$ cat config.mk
export PLATFORM = sky130hd
export DESIGN_NAME = if_id_stall_pipe
export DESIGN_NICKNAME = d
export VERILOG_FILES = /design/src/rtl/if_id_stall_pipe.sv
export SDC_FILE = /design/constraint.sdc
export NUM_CORES = 1
export LEC_CHECK = 0
export CORE_UTILIZATION = 43
export DETAILED_ROUTE_END_ITERATION = 12
export PLACE_DENSITY_LB_ADDON = 0.2
export SYNTH_ARGS = -nofsm -noshare
export SYNTH_HDL_FRONTEND = slang
export SYNTH_SLANG_ARGS = --single-unit
$ cat constraint.sdc
create_clock -name clk -period 2.8 [get_ports clk]
set_input_delay 0.28 -clock clk [delete_from_list [all_inputs] [get_ports clk]]
set_output_delay 0.28 -clock clk [all_outputs]
set_load 0.03 [all_outputs]
$ cat src/rtl/if_id_stall_pipe.sv
// Front-end pipeline storage: PC, IF/ID and the control half of ID/EX, steered by hazard controls.
// Optional STALL_COUNT_EN adds a saturating 32-bit count of stall (non-flush) cycles.
module if_id_stall_pipe #(
    parameter int                    DATA_WIDTH = 32,
    parameter int                    REG_NUMBER = 5,
    parameter int                    CTRL_WIDTH = 8,
    parameter logic [DATA_WIDTH-1:0] RESET_PC   = '0
) (
    input  logic                  clk,
    input  logic                  rst_n,
    input  logic                  PCWrite,
    input  logic                  IF_ID_Write,
    input  logic                  Stall,
    input  logic                  Flush,
    input  logic [DATA_WIDTH-1:0] branch_target,
    input  logic [31:0]           imem_instr,
    input  logic [CTRL_WIDTH-1:0] ID_ctrl,
    input  logic [REG_NUMBER-1:0] ID_rd,
    output logic [DATA_WIDTH-1:0] pc,
    output logic [DATA_WIDTH-1:0] IF_ID_pc,
    output logic [31:0]           IF_ID_instr,
    output logic                  IF_ID_valid,
    output logic [REG_NUMBER-1:0] IF_ID_rs1,
    output logic [REG_NUMBER-1:0] IF_ID_rs2,
    output logic [CTRL_WIDTH-1:0] ID_EX_ctrl,
    output logic                  ID_EX_MemRead,
    output logic [REG_NUMBER-1:0] ID_EX_rd,
    output logic                  ID_EX_valid
`ifdef STALL_COUNT_EN
    ,
    output logic [31:0]           stall_count
`endif
);

    localparam logic [31:0] NOP_INSTR = 32'h0000_0013;

    logic [DATA_WIDTH-1:0] pc_q, pc_d;
    logic [DATA_WIDTH-1:0] if_id_pc_q, if_id_pc_d;
    logic [31:0]           if_id_instr_q, if_id_instr_d;
    logic                  if_id_valid_q, if_id_valid_d;
    logic [CTRL_WIDTH-1:0] id_ex_ctrl_q, id_ex_ctrl_d;
    logic [REG_NUMBER-1:0] id_ex_rd_q, id_ex_rd_d;
    logic                  id_ex_valid_q, id_ex_valid_d;

    // Flush outranks every other control in all three stages.
    always_comb begin
        pc_d = pc_q;
        if (Flush) begin
            pc_d = branch_target;
        end else if (PCWrite) begin
            pc_d = pc_q + DATA_WIDTH'(4);
        end
    end

    always_comb begin
        if_id_pc_d    = if_id_pc_q;
        if_id_instr_d = if_id_instr_q;
        if_id_valid_d = if_id_valid_q;
        if (Flush) begin
            if_id_instr_d = NOP_INSTR;
            if_id_valid_d = 1'b0;
        end else if (IF_ID_Write) begin
            if_id_pc_d    = pc_q;
            if_id_instr_d = imem_instr;
            if_id_valid_d = 1'b1;
        end
    end

    always_comb begin
        id_ex_ctrl_d  = '0;
        id_ex_rd_d    = '0;
        id_ex_valid_d = 1'b0;
        if (!Flush && !Stall && if_id_valid_q) begin
            id_ex_ctrl_d  = ID_ctrl;
            id_ex_rd_d    = ID_rd;
            id_ex_valid_d = 1'b1;
        end
    end

    always_ff @(posedge clk or negedge rst_n) begin
        if (!rst_n) begin
            pc_q          <= RESET_PC;
            if_id_pc_q    <= '0;
            if_id_instr_q <= NOP_INSTR;
            if_id_valid_q <= 1'b0;
            id_ex_ctrl_q  <= '0;
            id_ex_rd_q    <= '0;
            id_ex_valid_q <= 1'b0;
        end else begin
            pc_q          <= pc_d;
            if_id_pc_q    <= if_id_pc_d;
            if_id_instr_q <= if_id_instr_d;
            if_id_valid_q <= if_id_valid_d;
            id_ex_ctrl_q  <= id_ex_ctrl_d;
            id_ex_rd_q    <= id_ex_rd_d;
            id_ex_valid_q <= id_ex_valid_d;
        end
    end

`ifdef STALL_COUNT_EN
    logic [31:0] stall_count_q, stall_count_d;

    always_comb begin
        stall_count_d = stall_count_q;
        if (Stall && !Flush && (stall_count_q != 32'hFFFF_FFFF)) begin
            stall_count_d = stall_count_q + 32'd1;
        end
    end

    always_ff @(posedge clk or negedge rst_n) begin
        if (!rst_n) begin
            stall_count_q <= '0;
        end else begin
            stall_count_q <= stall_count_d;
        end
    end

    assign stall_count = stall_count_q;
`endif

    // Invalid IF/ID reports x0 sources so a bubble never raises a false hazard.
    assign IF_ID_rs1     = if_id_valid_q ? REG_NUMBER'(if_id_instr_q[19:15]) : '0;
    assign IF_ID_rs2     = if_id_valid_q ? REG_NUMBER'(if_id_instr_q[24:20]) : '0;

    assign pc            = pc_q;
    assign IF_ID_pc      = if_id_pc_q;
    assign IF_ID_instr   = if_id_instr_q;
    assign IF_ID_valid   = if_id_valid_q;
    assign ID_EX_ctrl    = id_ex_ctrl_q;
    assign ID_EX_MemRead = id_ex_ctrl_q[0];
    assign ID_EX_rd      = id_ex_rd_q;
    assign ID_EX_valid   = id_ex_valid_q;

endmodule

==> results of run 1 <==
[stage by stage]
step | setup slack (ps) | instances | hold WS [ps]
4_1_cts | 648.6 | 757 | 346.6
3_3_place_gp | 700.2 | 740 | 401.4
2_1_floorplan | 566.1 | 417 | -15.59
5_1_grt | 509.7 | 757 | 369.2
3_5_place_dp | 591.5 | 740 | 408.3
6_report | 633.1 | 757 | 351.9
[cells in the final DEF (no fill, tap or decap), types with 2 or more instances in the layout]
| cell | instances |
|---|---|
| mux2i_1 | 35 |
| and4_1 | 2 |
| o21ai_0 | 20 |
| buf_4 | 6 |
| o31ai_1 | 11 |
| mux2_2 | 32 |
| inv_1 | 2 |
| a31oi_1 | 16 |
| and2_1 | 23 |
| clkbuf_8 | 9 |
| nand2_1 | 28 |
| buf_2 | 2 |
| xnor2_1 | 5 |
| inv_8 | 3 |
| dfstp_2 | 3 |
| xor2_1 | 7 |
| nor4_1 | 3 |
| nor2_1 | 49 |
| nand3_1 | 9 |
| nand4_1 | 9 |
| buf_12 | 2 |
| or3_1 | 6 |
| or4_1 | 13 |
| clkdlybuf4s50_1 | 201 |
| dfrtp_1 | 108 |
[cell families (layout without fill, tap and decap cells)]
group | count (synthesis) | after routing | synth area share
fa+ha+maj | 1 | 1 | 0.002615
buf+inv | 31 | 231 | 0.02693
xor+xnor | 12 | 12 | 0.02197
flops | 111 | 111 | 0.5813
simple gates | 147 | 147 | 0.1585
mux | 67 | 67 | 0.1485
compound gates | 48 | 48 | 0.06015
[sequential cells by signal, summed over array words and instances, names as in the netlist]
signal	count
pc	32
ID_EX_ctrl	8
ID_EX_valid	1
IF_ID_instr	32
IF_ID_pc	32
IF_ID_valid	1
ID_EX_rd	5
[report_power, final]
group          total, mW  switching, mW  leakage [nW]  internal (mW)
clock network       1.02          0.587         0.110          0.437
registers           1.91          0.146          1.37           1.76
logic               1.13          0.603          1.52          0.528
[timing repair]
item / in CTS / in global routing
setup endpoints to repair: 0 / 0
hold buffers: 1 / 0
hold endpoints to repair: 14 / 0
[worst register-to-register path, cell delays in order, from the launching register on]
cell and delay (ps):
dfrtp_1 530, nand4_4 180, or4_4 690, or4_1 510
a31oi_1 190
[metal layers]
layer	up-vias	global-route usage	part of all wire
met5	-	0	0
met2	161	0.3512	0.47
met3	16	0.07688	0.093
li1	1850	-	-
met4	0	0.08121	0.018
met1	1942	0.2884	0.42
[layout make-up]
class / count / area [um^2] / share of cell area
inverters: 3 / 11.26 / 0.001571
flip-flops and latches: 111 / 2781 / 0.3880
clock buffers: 9 / 123.9 / 0.01728
clock inverters: 7 / 86.33 / 0.01204
multi-input cells: 275 / 1874 / 0.2614
repair buffers: 212 / 2117 / 0.2953
well taps: 140 / 175.2 / 0.02443
[worst paths after layout]
path,startpoint,endpoint,slack [ps],cells after the start
worst max-delay path,pc[5]$_DFFE_PN0N_,pc[29]$_DFFE_PN0N_,630,4
worst min-delay path,Flush,IF_ID_instr[23]$_DFFE_PN0P_,350,3
worst max register to register,pc[5]$_DFFE_PN0N_,pc[29]$_DFFE_PN0N_,630,4
worst min register to register,IF_ID_pc[9]$_DFFE_PN0P_,IF_ID_pc[9]$_DFFE_PN0P_,510,2
max in group asynchronous,rst_n,IF_ID_pc[2]$_DFFE_PN0P_,1540,3
min in group asynchronous,rst_n,IF_ID_pc[9]$_DFFE_PN0P_,500,2
==> flow_summary.yaml, run 1 <==
cells_and_area:
  synthToLayoutAreaGrowth_pct: 49.84
  drive_gt1_frac: 0.1053
  final_area_um2: 7169
  nets: 696
  final_core_util: 0.6614
  diodes: 0
  fill_cells: 869
timing:
  rsz0062_at_grt: "no"
  fmax_ghz: 0.4615
  drv_slew: 0
  setup_viol: 0
  period_needed_ps: 2167
  tightest_slew_ps: 926.6
  skew_ps: 18.85
  final-hold-violation-count: 0
  max_slew_margin: 0.3809
  finalSetupTns_ps: 0
  fin_crit_sh: 0.7739
floorplan:
  dieArea_um2: 11550
  rows: 38
  die_x_um: 107.5
  io_pins: 205
  die_h_um: 107.5
  initial_utilization: 0.4414
  core-area_um2: 10840
drt:
  antenna_left: 0
  drc: 0
  routedWlPerCell_um: 16.58
  first_pass_iters: 4
  viasPerCell: 5.243
  dr_total_vias: 3969
  routed_wirelength_mm: 12.55
  drt_iter0_markers: 120
yosys:
  seq_area_frac_synth: 0.5813
  syn_inst: 417
  async_flop_share: 1.000
  synthFlopType: "dfrtp_1"
  synth.distinct_cells: 31
  yosysMostFrequentCell: "dfrtp_1"
  synthTopCellsByCount: "dfrtp_1, nor2_1, mux2i_1"
  synth_area_leaders: "dfrtp_1, mux2_2, mux2i_1"
  synth_nets: 501
  synth_top_area_cell: "dfrtp_1"
  netlist.area_leader.share: 0.5649
  synth.cell_area_um2: 4785
  ys_warn_count: 0
  syn_avg_cell_area_um2: 11.47
  synth_edf_count: 0
  ys_seq_elements: 111
placed_design:
  hpwl_mm: 9.259
  gp_congestion: 0.7778
  placed_area_um2: 6949
  numPortBuffers: 204
worst_setup_path:
  cp.required_ps: 3090
  cp-end-kind: "register"
  cp_data_arrival_time_ps: 2450
  start_kind: "register"
  crit_slowest_cell: "or4_4"
  max_stage_delay_ps: 690
  crit_buf_inv: 0
  critPathTopFamily: "simple AND/OR/NAND/NOR gates"
  worstSetupPathType: "register to register"
  crit_path_max_fanout: 21
  cp_cell_sequence: "nand4_4 -> or4_4 -> or4_1 -> a31oi_1"
min_path:
  hold_path.class: "primary input to register"
pwr:
  irDropWorstVdd_uv: 340.7
  p_per_area_nw_per_um2: 566.9
  leakage_nw: 2.999
  p_total_mw: 4.064
global_route:
  grtUsageTotal: 0.2245
  grt_max_degree: 62
  grt_first_pass_wirelength_mm: 19.96
  antenna_found_initial: 0
  grt_pass1_vias: 3914
  grt_overflow: 0
clocking:
  cts.sinks: 111
  cts_setup_buffers: 0
  clock-root-buffer: "clkbuf_8"
  insertion_delay_ps: 380
  cts_tree: "yes"
  clockBufferDepth: 2
  clk_pin_slew_worst_paths_ps: 120
  cts-buffers-inserted: 9
  h-tree-depth: 3
  cts_resized: 0
job:
  cap_violations: 0
status:
  outcome: "finished, final reports clean"
Power figures use the tool's default switching activity.
==> run 2: changes to the inputs <==
==> constraint.sdc (replaced) <==
create_clock -name clk -period 2.1 [get_ports clk]
set_input_delay 0.21 -clock clk [delete_from_list [all_inputs] [get_ports clk]]
set_output_delay 0.21 -clock clk [all_outputs]
set_load 0.03 [all_outputs]
==> flow_summary.yaml, run 2 (synthesis results as in run 1) <==
cells_and_area:
  nets: 717
  synthToLayoutAreaGrowth_pct: 53.50
  drive_gt1_frac: 0.1520
  final_common_cell: "clkdlybuf4s50_1"
  final_cell_mix: "clkdlybuf4s50_1, dfrtp_1, nor2_1"
  diodes: 0
drt:
  drc: 0
  drt_iter0_markers: 110
  dr_total_vias: 4020
  routed_wirelength_mm: 12.75
  antenna_left: 0
  routedWlPerCell_um: 16.39
  first_pass_iters: 4
  viasPerCell: 5.167
clocking:
  cts_tree: "yes"
  cts-buffers-inserted: 9
  cts_setup_buffers: 0
  clk_pin_slew_worst_paths_ps: 100
  clockBufferDepth: 2
  clock-root-buffer: "clkbuf_8"
  cts.sinks: 111
  insertion_delay_ps: 370
  h-tree-depth: 3
timing:
  rsz0062_at_grt: "no"
  final-hold-violation-count: 0
  fmax_ghz: 0.5013
  max_slew_margin: 0.6537
  setup_viol: 0
  fin_crit_sh: 0.9498
  holdWs_ps: 169.3
  period_needed_ps: 1995
  tightest_slew_ps: 519.5
  skew_ps: 7.422
  finalSetupTns_ps: 0
  drv_slew: 0
floorplan:
  initial_utilization: 0.4414
  dieArea_um2: 11550
  die_h_um: 107.5
  io_pins: 205
  core-area_um2: 10840
  rows: 38
  die_x_um: 107.5
min_path:
  hold_path.class: "primary input to register"
status:
  outcome: "finished, final reports clean"
placed_design:
  numPortBuffers: 204
  gp_congestion: 0.8027
  hpwl_mm: 9.438
job:
  cap_violations: 0
global_route:
  grt_first_pass_wirelength_mm: 20.38
  antenna_found_initial: 0
  grtUsageTotal: 0.2303
  grt_overflow: 0
  grt_max_degree: 39
  grt_pass1_vias: 3945
worst_setup_path:
  crit_path_max_fanout: 21
  worstSetupPathType: "register to register"
  cp_data_arrival_time_ps: 2290
  cp-end-kind: "register"
  cp.required_ps: 2390
  start_kind: "register"
pwr:
  irDropWorstVdd_uv: 532.7
  leakage_nw: 3.080
  p_per_area_nw_per_um2: 747.3
## run 2: changes by cell type in the layout (fill, tap and decap cells not counted)
cell	change
buf_4	+21
dfrtp_1	-11
dfrtp_2	+11
inv_8	-3
clkinvlp_4	+2
and3_1	-1
and3_2	+1
bufinv_16	+1
clkbuf_1	+1
clkinv_2	+1
clkinv_4	-1
inv_6	-1
## run 2: final cells by class
type	count	area [um^2]
Clock buffer	10	127.6
Clock inverter	6	85.08
Fill cell	857	3496
Inverter	3	11.26
Multi-Input combinational cell	275	1876
Sequential cell	111	2795
Tap cell	140	175.2
Timing Repair Buffer	233	2275
## run 2: where the power goes
part	internal [mW]	switching [mW]
clock network	0.669	0.717
logic	0.744	0.846
registers	2.36	0.157
## run 2: path summary, 6_finish.rpt
| check | endpoint | startpoint | slack, ps | depth (start not counted) |
|---|---|---|---|---|
| max | pc[26]$_DFFE_PN0N_ | pc[8]$_DFFE_PN0N_ | 110 | 4 |
| min | IF_ID_instr[25]$_DFFE_PN0P_ | Flush | 170 | 2 |
| max reg2reg | pc[26]$_DFFE_PN0N_ | pc[8]$_DFFE_PN0N_ | 110 | 4 |
| min reg2reg | IF_ID_pc[9]$_DFFE_PN0P_ | IF_ID_pc[9]$_DFFE_PN0P_ | 480 | 2 |
| max in group asynchronous | pc[31]$_DFFE_PN0N_ | rst_n | 1110 | 3 |
| min in group asynchronous | IF_ID_pc[16]$_DFFE_PN0P_ | rst_n | 340 | 2 |
## run 2: stage by stage
step	cells	utilization	total power, mW	area, um^2	setup slack, ps
final	778	0.6775	5.489	7345	105.3
after global routing	778	0.6775	5.734	7345	0.2174
after CTS	778	0.6773	5.541	7342	5.151
after detailed placement	761	0.6567	4.154	7119	87.00
after global placement	761	0.6567	4.125	7119	145.3
after floorplan	417	-	3.333	4806	0.6282
## run 2: worst max-delay path, cell delays in order (launching register included)
cell     delay [ps]
dfrtp_2         430
nand4_4         130
or4_4           660
or4_1           490
a31oi_1         190
## run 2: what timing repair did
action / 4_1_cts / 5_1_grt
resized for setup: 0 / 2
hold endpoints to repair: 32 / 0
hold buffers: 1 / 0
setup endpoints to repair: 0 / 14
## run 2: per-layer routing
layer / vias to the layer above / part of all wire / track usage
met5: - / 0 / 0
li1: 1896 / - / -
met4: 0 / 0.016 / 0.08904
met3: 17 / 0.084 / 0.07264
met2: 151 / 0.48 / 0.3681
met1: 1956 / 0.42 / 0.2908
